===== config.mk =====
export PLATFORM = sky130hd
export DESIGN_NAME = coin_change_dispenser
export DESIGN_NICKNAME = d
export VERILOG_FILES = /design/src/rtl/coin_change_dispenser_pkg.sv /design/src/rtl/coin_change_dispenser_coin_select.sv /design/src/rtl/coin_change_dispenser.sv
export SDC_FILE = /design/constraint.sdc
export NUM_CORES = 1
export LEC_CHECK = 0
export ABC_CLOCK_PERIOD_IN_PS = 4900
export BUFFER_PORTS_ARGS = -buffer_cell sky130_fd_sc_hd__buf_2
export CAP_MARGIN = 5
export CORE_MARGIN = 2
export CORE_UTILIZATION = 25
export DETAILED_ROUTE_END_ITERATION = 16
export SETUP_SLACK_MARGIN = 0.15
export SYNTH_ARGS = -nofsm -noshare
export SYNTH_HDL_FRONTEND = slang
export SYNTH_SLANG_ARGS = --single-unit

===== constraint.sdc =====
create_clock -name clk -period 4.9 [get_ports clk]
set_clock_uncertainty 0.1 [all_clocks]
set_input_delay 0.735 -clock clk [delete_from_list [all_inputs] [get_ports clk]]
set_output_delay 0.735 -clock clk [all_outputs]
set_load 0.02 [all_outputs]

===== src/rtl/coin_change_dispenser_pkg.sv =====
// coin_change_dispenser_pkg: coin count, stock width and FSM states shared by the dispenser.
// Stock width is only present when COIN_INVENTORY_EN is defined.
package coin_change_dispenser_pkg;
    localparam int NUM_COINS = 3;
`ifdef COIN_INVENTORY_EN
    localparam int INV_W = 8;
`endif
    typedef enum logic [1:0] {IDLE, SELECT, OFFER, DONE} state_t;
endpackage


===== src/rtl/coin_change_dispenser_coin_select.sv =====
// coin_change_dispenser_coin_select: greedy picker of the largest coin not exceeding the balance.
module coin_change_dispenser_coin_select
    import coin_change_dispenser_pkg::*;
#(
    parameter int TOTAL_W    = 32,
    parameter int COIN_VAL_0 = 100,
    parameter int COIN_VAL_1 = 500,
    parameter int COIN_VAL_2 = 1000
) (
    input  logic [TOTAL_W-1:0]   balance_i,
    input  logic [NUM_COINS-1:0] empty_i,
    output logic [NUM_COINS-1:0] onehot_o,
    output logic                 found_o
);
    logic [NUM_COINS-1:0] ok;
    assign ok = {balance_i >= TOTAL_W'(COIN_VAL_2) && !empty_i[2],
                 balance_i >= TOTAL_W'(COIN_VAL_1) && !empty_i[1],
                 balance_i >= TOTAL_W'(COIN_VAL_0) && !empty_i[0]};
    assign onehot_o = ok[2] ? 3'b100 : ok[1] ? 3'b010 : ok[0] ? 3'b001 : 3'b000;
    assign found_o  = |ok;
endmodule


===== src/rtl/coin_change_dispenser.sv =====
// coin_change_dispenser: breaks a return amount into coins, largest first, over a valid/ack hopper handshake.
// Define COIN_INVENTORY_EN for per-coin stock counters that limit selection.
module coin_change_dispenser
    import coin_change_dispenser_pkg::*;
#(
    parameter int TOTAL_W     = 32,
    parameter int COIN_VAL_0  = 100,
    parameter int COIN_VAL_1  = 500,
    parameter int COIN_VAL_2  = 1000,
    parameter int ACK_TIMEOUT = 255
) (
    input  logic                 clk,
    input  logic                 reset_n,
    input  logic                 i_return_req,
    input  logic [TOTAL_W-1:0]   i_return_total,
    output logic                 o_busy,
    output logic                 o_coin_valid,
    output logic [NUM_COINS-1:0] o_coin_type,
    input  logic                 i_coin_ack,
    output logic                 o_done,
    output logic [TOTAL_W-1:0]   o_remainder,
    output logic                 o_err
`ifdef COIN_INVENTORY_EN
    ,
    input  logic                       i_inv_load,
    input  logic [NUM_COINS*INV_W-1:0] i_inv_count,
    output logic [NUM_COINS-1:0]       o_inv_empty
`endif
);
    localparam int TW = $clog2(ACK_TIMEOUT + 1);
    state_t               state_q;
    logic [TOTAL_W-1:0]   bal_q, rem_q, coin_val;
    logic [TW-1:0]        tmo_q;
    logic                 busy_q, valid_q, done_q, err_q, found;
    logic [NUM_COINS-1:0] type_q, pick, empty;
`ifdef COIN_INVENTORY_EN
    logic [INV_W-1:0] cnt_q [NUM_COINS];
    for (genvar k = 0; k < NUM_COINS; k++) begin : g_empty
        assign empty[k] = cnt_q[k] == '0;
    end
    assign o_inv_empty = empty;
`else
    assign empty = '0;
`endif
    coin_change_dispenser_coin_select #(
        .TOTAL_W(TOTAL_W), .COIN_VAL_0(COIN_VAL_0), .COIN_VAL_1(COIN_VAL_1), .COIN_VAL_2(COIN_VAL_2)
    ) u_sel (
        .balance_i(bal_q), .empty_i(empty), .onehot_o(pick), .found_o(found)
    );
    assign coin_val = type_q[2] ? TOTAL_W'(COIN_VAL_2) : type_q[1] ? TOTAL_W'(COIN_VAL_1) : TOTAL_W'(COIN_VAL_0);
    always_ff @(posedge clk or negedge reset_n) begin
        if (!reset_n) begin
            state_q <= IDLE;
            bal_q   <= '0;
            rem_q   <= '0;
            tmo_q   <= '0;
            busy_q  <= 1'b0;
            valid_q <= 1'b0;
            done_q  <= 1'b0;
            err_q   <= 1'b0;
            type_q  <= '0;
`ifdef COIN_INVENTORY_EN
            cnt_q   <= '{default: '0};
`endif
        end else begin
            case (state_q)
                IDLE: begin
                    if (i_return_req) begin
                        bal_q   <= i_return_total;
                        busy_q  <= 1'b1;
                        state_q <= SELECT;
                    end
`ifdef COIN_INVENTORY_EN
                    if (i_inv_load)
                        for (int k = 0; k < NUM_COINS; k++) cnt_q[k] <= i_inv_count[k*INV_W +: INV_W];
`endif
                end
                SELECT: begin
                    if (found) begin
                        valid_q <= 1'b1;
                        type_q  <= pick;
                        tmo_q   <= '0;
                        state_q <= OFFER;
                    end else begin
                        done_q  <= 1'b1;
                        rem_q   <= bal_q;
                        state_q <= DONE;
                    end
                end
                OFFER: begin
                    if (i_coin_ack) begin
                        bal_q   <= bal_q - coin_val;
                        valid_q <= 1'b0;
                        type_q  <= '0;
                        tmo_q   <= '0;
                        state_q <= SELECT;
`ifdef COIN_INVENTORY_EN
                        for (int k = 0; k < NUM_COINS; k++)
                            if (type_q[k]) cnt_q[k] <= cnt_q[k] - 1'b1;
`endif
                    end else if (tmo_q == TW'(ACK_TIMEOUT - 1)) begin
                        // hopper stalled: abandon the coin, keep the balance as remainder
                        valid_q <= 1'b0;
                        type_q  <= '0;
                        tmo_q   <= '0;
                        done_q  <= 1'b1;
                        err_q   <= 1'b1;
                        rem_q   <= bal_q;
                        state_q <= DONE;
                    end else begin
                        tmo_q <= tmo_q + 1'b1;
                    end
                end
                DONE: begin
                    done_q  <= 1'b0;
                    err_q   <= 1'b0;
                    busy_q  <= 1'b0;
                    state_q <= IDLE;
                end
                default: state_q <= IDLE;
            endcase
        end
    end
    assign o_busy       = busy_q;
    assign o_coin_valid = valid_q;
    assign o_coin_type  = type_q;
    assign o_done       = done_q;
    assign o_remainder  = rem_q;
    assign o_err        = err_q;
endmodule

Yosys cells after proc, flatten, opt, wreduce, memory -nomap -nowiden
Index checks and enable logic that the tools add are counted.
{ "word_totals": {"input_bits": 36, "output_inout_bits": 39, "elab_cells": 76, "ff_bits": 81} }
{ "op_classes": {"muxes": 36, "n_eq_ne": 11, "magnitude_cmp": 3, "addsub": 2, "reduce_logical": 15} }
{ "op_table": {"columns": ["cell", "count"], "rows": [
  ["$mux W32", 5],
  ["$pmux W32 S2", 2],
  ["$ge A32 B10 Y1 const B", 1],
  ["$ge A32 B7 Y1 const B", 1],
  ["$ge A32 B9 Y1 const B", 1],
  ["$sub A32 B10 Y32", 1],
  ["$mux W8", 3],
  ["$pmux W8 S2", 1],
  ["$mux W3", 5],
  ["$ne A2 B2 Y1 const B", 6],
  ["$mux W10", 1],
  ["$mux W1", 9],
  ["$mux W9", 1],
  ["$reduce_and A3 Y1", 3],
  ["$add A8 B1 Y8 const B", 1],
  ["$eq A8 B8 Y1 const B", 1],
  ["$pmux W2 S4", 1],
  ["$reduce_and A4 Y1", 2],
  ["$reduce_bool A2 Y1", 4],
  ["$mux W2", 3],
  ["$pmux W1 S2", 3],
  ["$pmux W3 S2", 1],
  ["$reduce_and A2 Y1", 3],
  ["$eq A2 B2 Y1 const B", 2],
  ["other kinds (6)", 6]
]} }

Longest topological paths before layout
{ "logic_depth": {"depth_word": 6, "mapped_depth": 10, "ltp_nobuf": 9} }

Modules after synthesis
A second synthesis with hierarchy kept.
{ "unflattened": {"hier_cells": 449, "area_unflattened_um2": 4360.4} }
{ "modules_own_cells": {"columns": ["module", "seq_area_each_um2", "n_inst", "area_each_um2", "cells_per_inst"], "rows": [
  ["coin_change_dispenser", 2026.9, 1, 4217.8, 429],
  ["coin_change_dispenser_coin_select", 0.0, 1, 142.6, 20]
]} }

Worst setup path after synthesis
Ideal clock, no wire load.
{ "synth_path": {"path_type": "flip-flop to flip-flop", "startpoint": "register type_q[2], in the netlist o_coin_type[2]", "endpoint": "register bal_q[18]", "setup_slack_ns": 2.077, "path_buffers": 1, "stages_incl_launch_ff": 10, "arrival_time_ns": 2.602, "t_required_ns": 4.679, "cell_sequence": "dfrtp_1 inv_1 ha_1 fa_1 nand2b_1 a2111oi_0 nor3b_1 clkbuf_1 o21a_1 o22a_1"} }
{ "synth_between": {"elab_chain_cells": 4} }
{ "synth_lines": {"columns": ["item", "line_no", "text"], "rows": [
  ["start, declared", "coin_change_dispenser.sv:35", "logic [NUM_COINS-1:0] type_q, pick, empty;"],
  ["start signal, assigned", "coin_change_dispenser.sv:81", "type_q <= pick;"],
  ["$mux W10", "coin_change_dispenser.sv:50", "assign coin_val = type_q[2] ? TOTAL_W'(COIN_VAL_2) : type_q[1] ? TOTAL_W'(COIN_VAL_1) : TOTAL_W'(COIN_VAL_0);"],
  ["$sub A32 B10 Y32", "coin_change_dispenser.sv:92", "bal_q <= bal_q - coin_val;"],
  ["$mux W32", "coin_change_dispenser.sv:91", "if (i_coin_ack) begin"],
  ["$pmux W32 S2", "coin_change_dispenser.sv:66", "case (state_q)"],
  ["end signal, assigned", "coin_change_dispenser.sv:69", "bal_q <= i_return_total;"],
  ["end signal, assigned", "coin_change_dispenser.sv:92", null],
  ["end, declared", "coin_change_dispenser.sv:32", "logic [TOTAL_W-1:0] bal_q, rem_q, coin_val;"]
]} }
No other way between the ends. The select of a mux whose other input is x is not followed.
A chain may end at the register's enable or synchronous reset.

Worst setup path in the final report
{ "layout_path": {"startpoint": "register type_q[2], in the netlist o_coin_type[2]", "endpoint": "register bal_q[26]"} }
Same word-level chain as after synthesis.

==> impl_metrics.yaml <==
die:
  initial_core_util_pct: 25.7
  ios: 75
  dieArea_um2: 19000
  die_h_um: 138
  die_w_um: 138
  core_um2: 17400
  std_cell_rows: 48
job:
  drv_cap: 0
final_layout:
  finalNonFillerCells: 747
  final_cell_mix: "81 x dfrtp_1, 74 x buf_2, 46 x nor2_1"
  layout.nets: 560
  multi_input_area_um2: 2270
  n_fill_cell: 1844
  diodes: 0
  final_common_cell: "dfrtp_1"
  drive_gt1_share_pct: 23.2
  ff_latch_area_um2: 2030
  utilization_pct: 30.7
  area_growth_pct: 19.5
placed_design:
  place_congestion: 0.864
  post-place-cells: 730
  dp_hpwl_um: 8840
  numPortBuffers: 74
drt:
  wl_per_cell_um: 16.7
  drt_iter0_drc: 275
  drc: 0
  viasPerCell: 5.11
  postRouteAntennaNets: 0
  vias: 3817
  drt-pass1-iter-count: 5
  drt_wl_total_um: 12500
setup_path:
  cp_data_required_time_ns: 5.02
  start_kind: "register"
  cp.arrival_ns: 3.35
  path_max_fanout: 10
  end_kind: "register"
  crit_start: "o_coin_type[2]$_DFFE_PN0P_"
  crit_type: "register to register"
  r2r_start: "o_coin_type[2]$_DFFE_PN0P_"
yosys:
  async_reset_ff_share_pct: 100
  synthFlopType: "dfrtp_1"
  synth-seq-cells: 81
  synth.avg_cell_area_um2: 9.82
  syn-num-nets: 498
  synth_warnings: 0
  syn-cell-area_um2: 4470
  synth.distinct_cells: 66
  synth-edff-count: 0
  seq_area_frac_synth_pct: 45.4
  synth_cells: 455
cts:
  cts-buffers-inserted: 9
  cts-root-buf: "clkbuf_16"
  cts_hold_buf: 0
  post_cts_buffers: 0
  clk_pin_slew_ns: 0.06
  cts_resized: 0
  clock-sinks: 81
  worstSkewPairLatency_ns: 0.34
  clockBufferDepth: 2
  htree_levels: 3
  cts_tree: "built"
power_and_ir_drop:
  power_mw: 2.91
  peakVddDrop_mv: 0.240
  leakagePower_nw: 2.44
  p_per_area_nw_per_um2: 545
outcome:
  outcome: "finished clean"
global_routing:
  grt_max_degree: 48
  grt_overflow_total: 0
  track_usage_pct: 13.9
  grt_pass1_wl_um: 20100
  grt_pass1_vias: 3853
  grt_antenna_before_repair: 0
sta:
  hold_slack_ns: 0.268
  setup_viol: 0
  fmaxAchievable_ghz: 0.309
  slew_headroom_pct: 29.0
  hold_viol: 0
  tightest_slew_ns: 1.06
  tns_ns: 0
  fin_crit_ns: 3.23
  grt_setup_unrepaired: "false"
  slew_viol_final: 0
  final.period_utilization_pct: 66.0
min_path:
  holdCritPathClass: "input port to asynchronous set/reset pin"
-- cell type report --
cell class	count	share of cell area (%)
Clock buffer	13	4.50
Clock inverter	3	1.22
Inverter	10	0.703
Multi-Input combinational cell	335	42.6
Sequential cell	81	38.0
Tap cell	225	5.27
Timing Repair Buffer	80	7.78
-- routing by layer --
metal  vias up  global-route usage [%]  part of all wire [%]
li1       1825                       -                     -
met2        98                    21.6                    48
met1      1883                    18.4                    46
met3        11                    3.38                   5.1
met4         0                    5.78                   1.4
met5         -                       0                     0
-- synthesized netlist by cell type, types with 11 or more instances --
library cell  instances  area share [%]
o21ai_1              12             1.3
clkbuf_1             23             1.9
dfrtp_1              81              45
or3_1                11             1.5
nand2_1              35             2.9
nor2_1               46             3.9
o21ai_0              13             1.5
nand3_1              11             1.2
mux2_4               19             6.4
a21oi_1              30             3.4
-- power breakdown --
part	internal (mW)	total [mW]	switching [mW]
logic	0.436	1.10	0.659
registers	0.832	1.10	0.269
clock network	0.447	0.714	0.268
total	1.71	2.91	1.20
-- final timing paths --
path	slack, ns	cells past startpoint	end
max	1.67	9	bal_q[26]$_DFFE_PN0P_
min	0.27	1	o_remainder[29]$_DFFE_PN0P_
max reg2reg	1.67	9	bal_q[26]$_DFFE_PN0P_
min reg2reg	0.38	1	tmo_q[6]$_DFFE_PN0P_
max in group asynchronous	3.46	2	bal_q[28]$_DFFE_PN0P_
min in group clk	0.38	1	tmo_q[6]$_DFFE_PN0P_
-- through the flow --
step / area (µm²) / setup slack (ns)
2_1_floorplan: 4470 / 2.08
3_3_place_gp: 5030 / 1.80
3_5_place_dp: 5030 / 1.67
4_1_cts: 5340 / 1.61
5_1_grt: 5340 / 1.49
6_report: 5340 / 1.67
-- state kept, by name (all words and copies together) (netlist names) --
name          count
o_done            1
bal_q            32
o_coin_type       3
o_coin_valid      1
state_q           2
o_busy            1
o_remainder      32
o_err             1
tmo_q             8
-- cell families (layout without fill, tap and decap cells) --
family          count (synthesis)  after routing  synth area share (%)
xor+xnor                        2              2                 0.392
fa+ha+maj                       7              7                  2.13
buf+inv                        39            106                  3.98
compound gates                126            126                  18.7
flops                          81             81                  45.4
simple gates                  168            168                  19.8
mux                            32             32                  9.63
-- worst max-delay path, stage by stage (launching register included) --
cell	delay, ns
dfrtp_1	0.49
inv_1	0.15
ha_1	0.26
fa_1	0.41
nand2b_1	0.18
a2111oi_0	0.55
nor3b_1	0.21
buf_2	0.23
and4_1	0.18
or3_1	0.34
Note: power is estimated with default switching activity, not from simulation.
